### config.mk
export PLATFORM = sky130hd
export DESIGN_NAME = pipelined_segmented_adder_flat
export DESIGN_NICKNAME = d
export VERILOG_FILES = /design/src/rtl/pipelined_segmented_adder_pkg.sv /design/src/rtl/pipelined_segmented_adder_if.sv /design/src/rtl/pipelined_segmented_adder_seg.sv /design/src/rtl/pipelined_segmented_adder.sv /design/src/flat_wrapper.sv
export SDC_FILE = /design/constraint.sdc
export NUM_CORES = 1
export LEC_CHECK = 0
export BUFFER_PORTS_ARGS = -buffer_cell sky130_fd_sc_hd__buf_4
export CAP_MARGIN = 20
export CORE_MARGIN = 2
export CORE_UTILIZATION = 45
export CTS_CLUSTER_DIAMETER = 80
export CTS_CLUSTER_SIZE = 10
export DETAILED_ROUTE_END_ITERATION = 12
export MAX_ROUTING_LAYER = met4
export SLEW_MARGIN = 20
export SYNTH_ARGS = -nofsm -noshare
export SYNTH_HDL_FRONTEND = slang
export SYNTH_SLANG_ARGS = --single-unit
### constraint.sdc
create_clock -name clk -period 5.1 [get_ports clk]
set_input_delay 0.51 -clock clk [delete_from_list [all_inputs] [get_ports clk]]
set_output_delay 0.51 -clock clk [all_outputs]
set_load 0.03 [all_outputs]
### src/rtl/pipelined_segmented_adder_pkg.sv
// Shared defaults and helpers for the pipelined segmented adder.
package pipelined_segmented_adder_pkg;

  localparam int DEFAULT_WIDTH     = 64;
  localparam int DEFAULT_SEG_WIDTH = 16;

  // Pipeline depth: one stage per segment.
  function automatic int num_seg(input int width, input int seg_width);
    return width / seg_width;
  endfunction

endpackage

### src/rtl/pipelined_segmented_adder_if.sv
// Operand/result handshake bundle between the ALU front end and the segmented adder.
interface pipelined_segmented_adder_if
  import pipelined_segmented_adder_pkg::*;
#(
  parameter int WIDTH = DEFAULT_WIDTH
);

  logic             in_valid;
  logic             in_ready;
  logic [WIDTH-1:0] a;
  logic [WIDTH-1:0] b;
  logic             c_in;
  logic             sub;
  logic             out_valid;
  logic             out_ready;
  logic [WIDTH-1:0] sum;
  logic             c_out;
  logic             ovf;

  modport master (
    output in_valid, a, b, c_in, sub, out_ready,
    input  in_ready, out_valid, sum, c_out, ovf
  );

  modport slave (
    input  in_valid, a, b, c_in, sub, out_ready,
    output in_ready, out_valid, sum, c_out, ovf
  );

endinterface

### src/rtl/pipelined_segmented_adder_seg.sv
// One combinational segment add; also exposes the carry into the segment MSB for overflow.
module pipelined_segmented_adder_seg #(
  parameter int SEG_WIDTH = 16
) (
  input  logic [SEG_WIDTH-1:0] a_i,
  input  logic [SEG_WIDTH-1:0] b_i,
  input  logic                 c_i,
  output logic [SEG_WIDTH-1:0] sum_o,
  output logic                 c_o,
  output logic                 c_msb_o
);

  logic [SEG_WIDTH:0] full_s;

  assign full_s  = {1'b0, a_i} + {1'b0, b_i} + {{SEG_WIDTH{1'b0}}, c_i};
  assign sum_o   = full_s[SEG_WIDTH-1:0];
  assign c_o     = full_s[SEG_WIDTH];
  // Sum MSB = a ^ b ^ carry-in, so the carry into the MSB falls out by XOR.
  assign c_msb_o = full_s[SEG_WIDTH-1] ^ a_i[SEG_WIDTH-1] ^ b_i[SEG_WIDTH-1];

endmodule

### src/rtl/pipelined_segmented_adder.sv
// Pipelined segmented adder: one SEG_WIDTH slice per stage, carry registered between stages,
// global stall when the result is not taken.
module pipelined_segmented_adder
  import pipelined_segmented_adder_pkg::*;
#(
  parameter int WIDTH     = DEFAULT_WIDTH,
  parameter int SEG_WIDTH = DEFAULT_SEG_WIDTH
) (
  input  logic                         clk,
  input  logic                         rst_n,
  pipelined_segmented_adder_if.slave   bus
);

  localparam int NSEG = num_seg(WIDTH, SEG_WIDTH);
  localparam int SW   = SEG_WIDTH;

  if ((SEG_WIDTH < 1) || ((WIDTH % SEG_WIDTH) != 0)) begin : g_bad_params
    $error("WIDTH must be a non-zero multiple of SEG_WIDTH");
  end

  logic             stall_s;
  logic             advance_s;
  logic             valid_q    [NSEG];
  logic             carry_q    [NSEG];
  logic [WIDTH-1:0] sum_q      [NSEG];
  logic [WIDTH-1:0] a_q        [NSEG];
  logic [WIDTH-1:0] b_q        [NSEG];
  logic             seg_cmsb_s [NSEG];
  logic             ovf_q;

  assign stall_s   = valid_q[NSEG-1] && !bus.out_ready;
  assign advance_s = !stall_s;

  assign bus.in_ready  = advance_s;
  assign bus.out_valid = valid_q[NSEG-1];
  assign bus.sum       = sum_q[NSEG-1];
  assign bus.c_out     = carry_q[NSEG-1];
  assign bus.ovf       = ovf_q;

  for (genvar k = 0; k < NSEG; k++) begin : g_stage
    logic             src_valid_s;
    logic             src_carry_s;
    logic [WIDTH-1:0] src_sum_s;
    logic [WIDTH-1:0] src_a_s;
    logic [WIDTH-1:0] src_b_s;
    logic [SW-1:0]    seg_sum_s;
    logic             seg_cout_s;
    logic [WIDTH-1:0] sum_d;
    logic [WIDTH-1:0] a_d;
    logic [WIDTH-1:0] b_d;

    if (k == 0) begin : g_first
      // Subtraction is folded in here as a + ~b + 1; later stages never see the mode.
      assign src_valid_s = bus.in_valid;
      assign src_carry_s = bus.sub ? 1'b1 : bus.c_in;
      assign src_sum_s   = '0;
      assign src_a_s     = bus.a;
      assign src_b_s     = bus.sub ? ~bus.b : bus.b;
    end else begin : g_next
      assign src_valid_s = valid_q[k-1];
      assign src_carry_s = carry_q[k-1];
      assign src_sum_s   = sum_q[k-1];
      assign src_a_s     = a_q[k-1];
      assign src_b_s     = b_q[k-1];
    end

    pipelined_segmented_adder_seg #(
      .SEG_WIDTH (SW)
    ) u_seg (
      .a_i     (src_a_s[SW-1:0]),
      .b_i     (src_b_s[SW-1:0]),
      .c_i     (src_carry_s),
      .sum_o   (seg_sum_s),
      .c_o     (seg_cout_s),
      .c_msb_o (seg_cmsb_s[k])
    );

    // Remaining operand bits shift down so the next segment is always at bit 0.
    assign sum_d = src_sum_s | (WIDTH'(seg_sum_s) << (k * SW));
    assign a_d   = src_a_s >> SW;
    assign b_d   = src_b_s >> SW;

    // Stage register: holds on stall, loads a bubble when nothing valid arrives.
    always_ff @(posedge clk or negedge rst_n) begin
      if (!rst_n) begin
        valid_q[k] <= 1'b0;
        carry_q[k] <= 1'b0;
        sum_q[k]   <= '0;
        a_q[k]     <= '0;
        b_q[k]     <= '0;
      end else if (advance_s) begin
        valid_q[k] <= src_valid_s;
        if (src_valid_s) begin
          carry_q[k] <= seg_cout_s;
          sum_q[k]   <= sum_d;
          a_q[k]     <= a_d;
          b_q[k]     <= b_d;
        end
      end
    end

    if (k == NSEG - 1) begin : g_last
      logic ovf_d;

      assign ovf_d = seg_cmsb_s[k] ^ seg_cout_s;

      // Signed overflow is resolved alongside the top segment.
      always_ff @(posedge clk or negedge rst_n) begin
        if (!rst_n) begin
          ovf_q <= 1'b0;
        end else if (advance_s && src_valid_s) begin
          ovf_q <= ovf_d;
        end
      end
    end
  end

endmodule
### src/flat_wrapper.sv
// flat-port wrapper written by rule: the top's interface ports become plain ports
module pipelined_segmented_adder_flat import pipelined_segmented_adder_pkg::*;
#(
  parameter int WIDTH     = DEFAULT_WIDTH,
  parameter int SEG_WIDTH = DEFAULT_SEG_WIDTH
)
  (clk, rst_n, bus_in_valid, bus_a, bus_b, bus_c_in, bus_sub, bus_out_ready, bus_in_ready, bus_out_valid, bus_sum, bus_c_out, bus_ovf);
  pipelined_segmented_adder_if #(.WIDTH(WIDTH)) bus_i ();
  input  logic clk;
  input  logic rst_n;
  input wire logic [$bits(bus_i.in_valid)-1:0] bus_in_valid;
  input wire logic [$bits(bus_i.a)-1:0] bus_a;
  input wire logic [$bits(bus_i.b)-1:0] bus_b;
  input wire logic [$bits(bus_i.c_in)-1:0] bus_c_in;
  input wire logic [$bits(bus_i.sub)-1:0] bus_sub;
  input wire logic [$bits(bus_i.out_ready)-1:0] bus_out_ready;
  output wire logic [$bits(bus_i.in_ready)-1:0] bus_in_ready;
  output wire logic [$bits(bus_i.out_valid)-1:0] bus_out_valid;
  output wire logic [$bits(bus_i.sum)-1:0] bus_sum;
  output wire logic [$bits(bus_i.c_out)-1:0] bus_c_out;
  output wire logic [$bits(bus_i.ovf)-1:0] bus_ovf;
  assign bus_i.in_valid = bus_in_valid;
  assign bus_i.a = bus_a;
  assign bus_i.b = bus_b;
  assign bus_i.c_in = bus_c_in;
  assign bus_i.sub = bus_sub;
  assign bus_i.out_ready = bus_out_ready;
  assign bus_in_ready = bus_i.in_ready;
  assign bus_out_valid = bus_i.out_valid;
  assign bus_sum = bus_i.sum;
  assign bus_c_out = bus_i.c_out;
  assign bus_ovf = bus_i.ovf;
  pipelined_segmented_adder #(.WIDTH(WIDTH), .SEG_WIDTH(SEG_WIDTH)) u_core (.clk(clk), .rst_n(rst_n), .bus(bus_i));
endmodule
After elaboration in Yosys (flattened, before gate mapping)
Index checks and enable logic that the tools add are counted.
{"block": "op_classes", "reduce_logical": 8, "addsub": 8, "n_bitwise": 8, "muxes": 2}
{"op": "16-bit by 16-bit adder with 17-bit output", "n": 4}
{"op": "17-bit by 1-bit adder with 17-bit output", "n": 4}
{"op": "64-bit 2-to-1 mux", "n": 1}
{"op": "64-bit inverter", "n": 1}
{"op": "64-bit by 48-bit bitwise OR with 64-bit output", "n": 1}
{"op": "64-bit bitwise OR", "n": 1}
{"op": "16-bit by 32-bit bitwise OR with 32-bit output", "n": 1}
{"op": "2-bit AND reduction", "n": 4}
{"op": "1-bit bitwise XOR", "n": 3}
{"op": "1-bit logical AND", "n": 2}
{"op": "1-bit logical NOT", "n": 2}
{"op": "1-bit 2-to-1 mux", "n": 1}
{"op": "1-bit inverter", "n": 1}
{"block": "word_totals", "elab_cells": 45, "regBits": 409}

Logic depth before layout (Yosys ltp)
Gate-level depths: netlist of the first run.
{"block": "logic_depth", "word_depth": 5, "mapped_depth": 12}

By module
Synthesis of the first run repeated with hierarchy kept, for this count alone.
{"block": "hier_totals", "hier_cells": 1269, "area_unflattened_um2": 17103.9}
{"module": "pipelined_segmented_adder", "seq_area_each_um2": 9033.7, "instances": 1, "area_per_inst_um2": 14088.5, "cells_each": 899}
{"module": "pipelined_segmented_adder_seg at u_core.g_stage[2].u_seg ...", "seq_area_each_um2": 0.0, "instances": 2, "area_per_inst_um2": 755.7, "cells_each": 91}
{"module": "pipelined_segmented_adder_seg at u_core.g_stage[0].u_seg ...", "seq_area_each_um2": 0.0, "instances": 2, "area_per_inst_um2": 752.0, "cells_each": 94}

Worst setup path after synthesis of the first run
OpenSTA, ideal clock, no wires.
{"block": "synth_path", "path_type": "input to register", "from": "in bus_sub", "to": "reg u_core.carry_q, in the netlist u_core.g_stage[1].src_carry_s", "path_buffers": 2, "cell_stages": 12, "setup_ns": 0.136, "path_slack_ns": 1.724, "arrival_time_ns": 3.239, "cell_sequence": "buf_2 -> buf_1 -> xor2_1 -> fa_1 -> fa_1 -> a21o_1 -> a21oi_1 -> o21ai_2 -> a41oi_1 -> o31ai_1 -> nor4_1 -> a211oi_1"}
{"block": "synth_between", "elab_chain_cells": 3, "word_cells_on_any_way": 4, "classes_between": "2 x add/sub; 2 x mux"}
{"element": "start, declared", "line": "flat_wrapper.sv:15", "source": "input wire logic [$bits(bus_i.sub)-1:0] bus_sub;"}
{"element": "64-bit 2-to-1 mux", "line": "pipelined_segmented_adder.sv:58", "source": "assign src_b_s = bus.sub ? ~bus.b : bus.b;"}
{"element": "16-bit by 16-bit adder with 17-bit output", "line": "pipelined_segmented_adder_seg.sv:15", "source": "assign full_s = {1'b0, a_i} + {1'b0, b_i} + {{SEG_WIDTH{1'b0}}, c_i};"}
{"element": "17-bit by 1-bit adder with 17-bit output (*)", "line": "pipelined_segmented_adder_seg.sv:15"}
{"element": "end signal, assigned by index", "line": "pipelined_segmented_adder.sv:94", "source": "carry_q[k] <= seg_cout_s;"}
{"element": "end, declared", "line": "pipelined_segmented_adder.sv:24", "source": "logic carry_q [NSEG];"}
Mark *: on every way between the ends. The rest lies on a longest branch, timed or not.
A chain may end at the register's enable or synchronous reset.

Worst setup path after layout of the first run
Ends and elaborated chain as after synthesis.

==> results.sh, run 1 <==
export IMPL_synth_distinct_cells=60
export IMPL_die_y_um=197
export IMPL_synth_nets=2071
export IMPL_worst_hold_slack_ps=167
export IMPL_wl_met2_um=18000
export IMPL_grt_pass1_vias=12446
export IMPL_drive_above_1_share=0.136
export IMPL_fmax_mhz=339
export IMPL_synth_common_cells="nand2_1 (865), dfrtp_1 (361), o21ai_0 (116), xnor2_1 (73), clkbuf_1 (71)"
export IMPL_wirelength_met1_um=18300
export IMPL_avgSynthCellArea_um2=8.93
export IMPL_path_class="in -> reg"
export IMPL_power_leakage_nw=10.2
export IMPL_coreArea_mm2=0.0365
export IMPL_path_max_fanout=17
export IMPL_synth_top_cell_area_share=0.541
export IMPL_start_util=0.457
export IMPL_start_kind="primary input"
export IMPL_ant_nets=0
export IMPL_ys_ff_latch=361
export IMPL_dr_pass1_iters=5
export IMPL_final_util=0.541
export IMPL_fin_skew_ps=12.9
export IMPL_syn_inst=1869
export IMPL_syn_cell_area_mm2=0.0167
export IMPL_outcome="finished clean"
export IMPL_final_cells=2510
export IMPL_fillers=3447
export IMPL_rows=70
export IMPL_powerDensity_mw_per_mm2=609
export IMPL_yosysTopAreaCell="dfrtp_1"
export IMPL_htree_levels=2
export IMPL_cts_sinks=361
export IMPL_tns_ps=0
export IMPL_synth_main_ff_cell="dfrtp_1"
export IMPL_vias=12439
export IMPL_yosysMostFrequentCell="nand2_1"
export IMPL_syn_to_final_growth_pct=18.3
export IMPL_critPathCapture="u_core.g_stage[1].src_carry_s$_DFFE_PN0P_"
export IMPL_finalCritPeriodShare=0.578
export IMPL_arrival_ps=3320
export IMPL_post_cts_resized=0
export IMPL_placedCellCount=2461
export IMPL_worstSkewPairLatency_ps=530
export IMPL_drc=0
export IMPL_cts_root_buf="clkbuf_16"
export IMPL_grt_max_degree=162
export IMPL_cts_tree="built"
export IMPL_r2r_slack_ps=2410
export IMPL_power_mw=12.0
export IMPL_ys_seq_area_frac=0.541
export IMPL_synth_async_sr_flop_share=1.00
export IMPL_cts_made_buffers=42
export IMPL_r2r_end="u_core.bus.ovf$_DFFE_PN0P_"
export IMPL_dr_wl_met3_um=1530
export IMPL_grt_overflow_total=0
export IMPL_rsz0062_at_grt="no"
export IMPL_synth_warnings=0
export IMPL_highest_layer="met4"
export IMPL_grt_pass1_wl_um=64300
export IMPL_dieArea_mm2=0.0386
export IMPL_vias_per_cell=4.96
export IMPL_synth_edf_count=0
export IMPL_peakVddDrop_uv=278
export IMPL_antenna_found_initial=1
export IMPL_hold_path_class="in -> reg"
export IMPL_setup_viol=0
export IMPL_hold_viol=0
export IMPL_place_gp_congestion=0.830
export IMPL_wl_um=38600
export IMPL_cp_startpoint="bus_sub"
export IMPL_synth_area_leaders="dfrtp_1 (54%), nand2_1 (19%), ha_1 (4.5%)"
export IMPL_cts_reportedPaths_clkPinSlew_ps=60
export IMPL_maxCapViolations=0
export IMPL_crit_required_ps=5470
export IMPL_dp_final_hpwl_um=25600
export IMPL_maxSlewViolCount=0
export IMPL_first_iter_violations=724
export IMPL_port_buffers=201
export IMPL_r2r_start="u_core.g_stage[3].src_b_s[0]$_DFFE_PN0P_"
export IMPL_max_slew_margin=0.380
export IMPL_fin_crit_ps=2950
export IMPL_final_nets=2240
export IMPL_io_pins=202
export IMPL_avgRoutedWirePerCell_um=15.4
export IMPL_ff2ff_path_depth=11
export IMPL_crit_path_end_kind="flip-flop"
export IMPL_die_w_um=197
export IMPL_grt_usage=0.212
export IMPL_tightest_slew_ps=929
export IMPL_cts_buffer_depth=3
==> worst max-delay path, cell delays in order <==
cell and delay, ps:
buf_4 200, or2_2 330, fa_1 400, fa_1 410, a21o_1 180, a21oi_1 340
o21ai_2 120, a41oi_1 320, o31ai_1 180, nor4_1 230, a211oi_1 90
==> registers in the layout, indices dropped and copies added, names as in the netlist <==
signal                      flops
u_core.g_stage.src_b_s         96
u_core.bus.ovf                  1
u_core.g_stage.src_sum_s       96
u_core.bus.out_valid            1
u_core.g_stage.src_a_s         96
u_core.g_stage.src_valid_s      3
u_core.bus.c_out                1
u_core.g_stage.src_carry_s      3
u_core.bus.sum                 64
==> final cells by class <==
type | count | area, um^2 | area share
antenna | 1 | 2.50 | 0.000127
clock buffer | 46 | 1130 | 0.0572
clock inverter | 1 | 8.76 | 0.000444
inverter | 28 | 105 | 0.00532
multi-input combinational | 1391 | 7240 | 0.367
sequential | 361 | 9030 | 0.458
tap | 468 | 586 | 0.0297
timing repair buffer | 214 | 1640 | 0.0831
==> metrics by stage <==
stage               cell area, um^2  setup WS [ps]
global placement              18600           1730
finish                        19700           2150
floorplan                     16700           1720
global route                  19700           2010
CTS                           19700           2190
detailed placement            18600           1650
==> report_power, final <==
part           switching (mW)  internal (mW)
sequential              0.689           4.03
clock                    1.09           1.54
combinational            2.94           1.74
total                    4.73           7.31
==> worst min-delay path by stage <==
stage                                           startpoint                                          end  depth (start not counted)
2_1_floorplan                                        rst_n                 u_core.bus.c_out$_DFFE_PN0P_                          0
3_3_place_gp     u_core.g_stage[2].src_a_s[24]$_DFFE_PN0P_     u_core.g_stage[3].src_a_s[8]$_DFFE_PN0P_                          2
3_5_place_dp   u_core.g_stage[2].src_sum_s[30]$_DFFE_PN0P_  u_core.g_stage[3].src_sum_s[30]$_DFFE_PN0P_                          2
4_1_cts                                          bus_a[17]     u_core.g_stage[1].src_a_s[1]$_DFFE_PN0P_                          3
5_1_grt                                          bus_a[46]    u_core.g_stage[1].src_a_s[30]$_DFFE_PN0P_                          3
6_report                                         bus_a[40]    u_core.g_stage[1].src_a_s[24]$_DFFE_PN0P_                          3
==> cell usage in the layout (no fill, tap or decap), drive strengths merged, types with 4 or more instances in the layout <==
master and instances:
a211o 5, a21o 10, a21oi 45, a31oi 9, and2 8, and3 6, buf 213, clkbuf 46
dfrtp 361, fa 8, ha 60, inv 29, nand2 865, nand2b 10, nand3 5, nand3b 4
nand4 10, nor2 27, nor2b 9, nor3 5, o21a 10, o21ai 130, o21bai 6, o31ai 9
xnor2 73, xor2 36
==> layer usage <==
layer,vias to the layer above,track usage
met5,-,-
met4,0,0.0499
met3,60,0.0308
met2,211,0.340
met1,5834,0.288
li1,6334,-
==> cell families (layout without fill, tap and decap cells) <==
logic type,Yosys count,count (layout),share of synthesized area
AO/OA/AOI/OAI,247,247,0.0888
XOR/XNOR,110,110,0.0586
adder cells (fa/ha/maj),68,68,0.0546
buffers and inverters,117,289,0.0269
flip-flops,361,361,0.541
multiplexers,3,3,0.00187
other,0,1,0
AND/OR/NAND/NOR,963,963,0.228
==> timing repair <==
item,in CTS,in global routing
setup endpoints to repair,0,0
hold endpoints to repair,54,0
setup buffers,0,0
hold buffers,1,0
(Power assumes the default switching activity.)
==> run 2: changes to the inputs <==
==> constraint.sdc (replaced) <==
create_clock -name clk -period 3.1 [get_ports clk]
set_input_delay 0.31 -clock clk [delete_from_list [all_inputs] [get_ports clk]]
set_output_delay 0.31 -clock clk [all_outputs]
set_load 0.03 [all_outputs]
==> run 2 against run 1 <==
Clock power grew 59%; critical path depth shrank 1; combinational power grew 69%; hold slack lost 150 ps; clock skew shrank 1.8 ps; sequential share of layout area shrank 1.4 points; cell area grew 3.1%; routed wire length grew 1.6%; first-iteration DRC count shrank 20%; core utilization grew 1.7 points; register-to-register slack lost 2000 ps; highest routed layer unchanged.
==> results.sh, run 2 (same netlist as run 1, synthesis figures left out) <==
export IMPL_cp_slowest_cell="fa_1"
export IMPL_hold_start="bus_a[43]"
export IMPL_peakVddDrop_uv=405
export IMPL_place_gp_congestion=0.858
export IMPL_crit_path_end_kind="flip-flop"
export IMPL_path_cells="fa_1 -> inv_1 -> fa_1 -> nor2b_1 -> o21ai_1 -> a21oi_2 -> o2111ai_1 -> a31oi_1 -> nor4b_1 -> a211o_1"
export IMPL_antennaDiodeCount=0
export IMPL_mostFrequentLayoutCells="nand2_1 (861), dfrtp_1 (361), buf_4 (223), o21ai_0 (116), xnor2_1 (73)"
export IMPL_drc=0
export IMPL_worstSkewPairLatency_ps=530
export IMPL_fin_skew_ps=11.1
export IMPL_fmax_mhz=378
export IMPL_dr_wl_met3_um=1350
export IMPL_avgRoutedWirePerCell_um=15.3
export IMPL_arrival_ps=3110
export IMPL_hold_end="u_core.g_stage[1].src_a_s[27]$_DFFE_PN0P_"
export IMPL_hold_depth=3
export IMPL_crit_top_cell="fa_1"
export IMPL_wl_um=39200
export IMPL_cts_root_buf="clkbuf_16"
export IMPL_r2r_slack_ps=450
export IMPL_cts_buffer_depth=3
export IMPL_start_kind="flip-flop"
export IMPL_critPathTopFamily="compound AO/OA/AOI/OAI gates"
export IMPL_cts_tree="built"
export IMPL_htree_levels=2
export IMPL_drive_above_1_share=0.141
export IMPL_grt_max_degree=84
export IMPL_worst_path_buf_inv=1
export IMPL_syn_to_final_growth_pct=22.0
export IMPL_dr_pass1_iters=5
export IMPL_finalInstanceArea_mm2=0.0204
export IMPL_path_class="reg -> reg"
export IMPL_tightest_slew_ps=832
export IMPL_power_leakage_nw=10.5
export IMPL_dieArea_mm2=0.0386
export IMPL_hold_viol=0
export IMPL_start_util=0.457
export IMPL_wl_met2_um=18300
export IMPL_final_nets=2302
export IMPL_cts_sinks=361
export IMPL_slowest_delay_ps=460
export IMPL_vias=12743
export IMPL_ff2ff_path_depth=10
export IMPL_ant_nets=0
export IMPL_maxSlewViolCount=0
export IMPL_first_iter_violations=579
export IMPL_grt_overflow_total=0
export IMPL_maxCapViolations=0
export IMPL_place_area_mm2=0.0188
export IMPL_rows=70
export IMPL_outcome="finished clean"
export IMPL_path_max_fanout=3
export IMPL_wirelength_met1_um=18600
export IMPL_powerDensity_mw_per_mm2=976
export IMPL_setup_viol=0
export IMPL_r2r_end="u_core.g_stage[3].src_sum_s[46]$_DFFE_PN0P_"
export IMPL_vias_per_cell=4.96
export IMPL_grt_pass1_wl_um=65900
export IMPL_io_pins=202
export IMPL_fin_crit_ps=2650
export IMPL_final_common_cell="nand2_1"
export IMPL_coreArea_mm2=0.0365
export IMPL_cts_made_buffers=42
export IMPL_die_w_um=197
export IMPL_cts_reportedPaths_clkPinSlew_ps=50
export IMPL_hold_path_class="in -> reg"
export IMPL_antenna_found_initial=1
export IMPL_grt_pass1_vias=13056
export IMPL_max_slew_margin=0.446
export IMPL_tns_ps=0
export IMPL_grt_usage=0.217
export IMPL_r2r_start="u_core.g_stage[2].src_b_s[0]$_DFFE_PN0P_"
export IMPL_dp_final_hpwl_um=26900
export IMPL_highest_layer="met4"
export IMPL_port_buffers=201
export IMPL_rsz0062_at_grt="no"
export IMPL_die_y_um=197
export IMPL_crit_required_ps=3560
export IMPL_finalCritPeriodShare=0.854
run 2: cell count changes in the layout (fill, tap and decap cells not counted), sizes merged:
cell         previous run  this run
clkbuf                 46        44
inv                    29        30
diode                   1         0
dlygate4sd3             1        43
buf                   213       233
run 2: worst max-delay path by stage:
stage                                                   from                                           to  slack, ps  cells past startpoint
floorplan                                            bus_sub    u_core.g_stage[1].src_carry_s$_DFFE_PN0P_         50                     12
global placement                                     bus_sub    u_core.g_stage[1].src_carry_s$_DFFE_PN0P_         80                     11
detailed placement                                   bus_sub    u_core.g_stage[1].src_carry_s$_DFFE_PN0P_         80                     11
CTS                 u_core.g_stage[3].src_b_s[0]$_DFFE_PN0P_                   u_core.bus.ovf$_DFFE_PN0P_        420                     11
global route        u_core.g_stage[2].src_b_s[0]$_DFFE_PN0P_  u_core.g_stage[3].src_sum_s[46]$_DFFE_PN0P_        250                     10
finish              u_core.g_stage[2].src_b_s[0]$_DFFE_PN0P_  u_core.g_stage[3].src_sum_s[46]$_DFFE_PN0P_        450                     10
run 2: worst register-to-register path: cells and delay by family, from the launching register on:
kind	cells	cell delay, ps
AO/OA/AOI/OAI	5	1060
adder cells (fa/ha/maj)	2	660
flip-flops	1	400
AND/OR/NAND/NOR	2	400
buffers and inverters	1	80
run 2: area by class of cell:
class                   count  area, um^2
flip-flops and latches    361        9030
clock buffers              44        1080
well taps                 468         586
inverters                  28         105
fillers                  3358       16200
clock inverters             2        17.5
multi-input cells        1391        7240
repair buffers            276        2300
run 2: repair_timing:
item                                   CTS  global route
endpoints found under the hold margin  118             0
gates resized for setup                  0             0
setup buffers                            0             0
hold buffers                            43             0
run 2: routing by layer:
layer / GRT usage / vias to the layer above
met3: 0.0306 / 64
met1: 0.290 / 6011
li1: - / 6451
met5: - / -
met4: 0.0561 / 0
met2: 0.352 / 217
run 2: metrics by stage:
stage                     power, mW  hold slack [ps]  worst slack (ps)  cells   util
after floorplan                13.1             14.4              54.5   1869      -
after global placement         15.6              376              75.8   2481  0.516
after detailed placement       15.8              377              77.7   2481  0.516
after CTS                      20.1            0.347               424   2570  0.557
after global routing           21.5             12.5               247   2570  0.557
final                          19.9             12.9               454   2570  0.557
run 2: where the power goes:
group	internal, mW	leakage (nW)	total, mW	switching (mW)
clock network	2.44	0.540	4.21	1.77
logic	3.03	5.45	7.93	4.91
registers	6.62	4.54	7.74	1.11
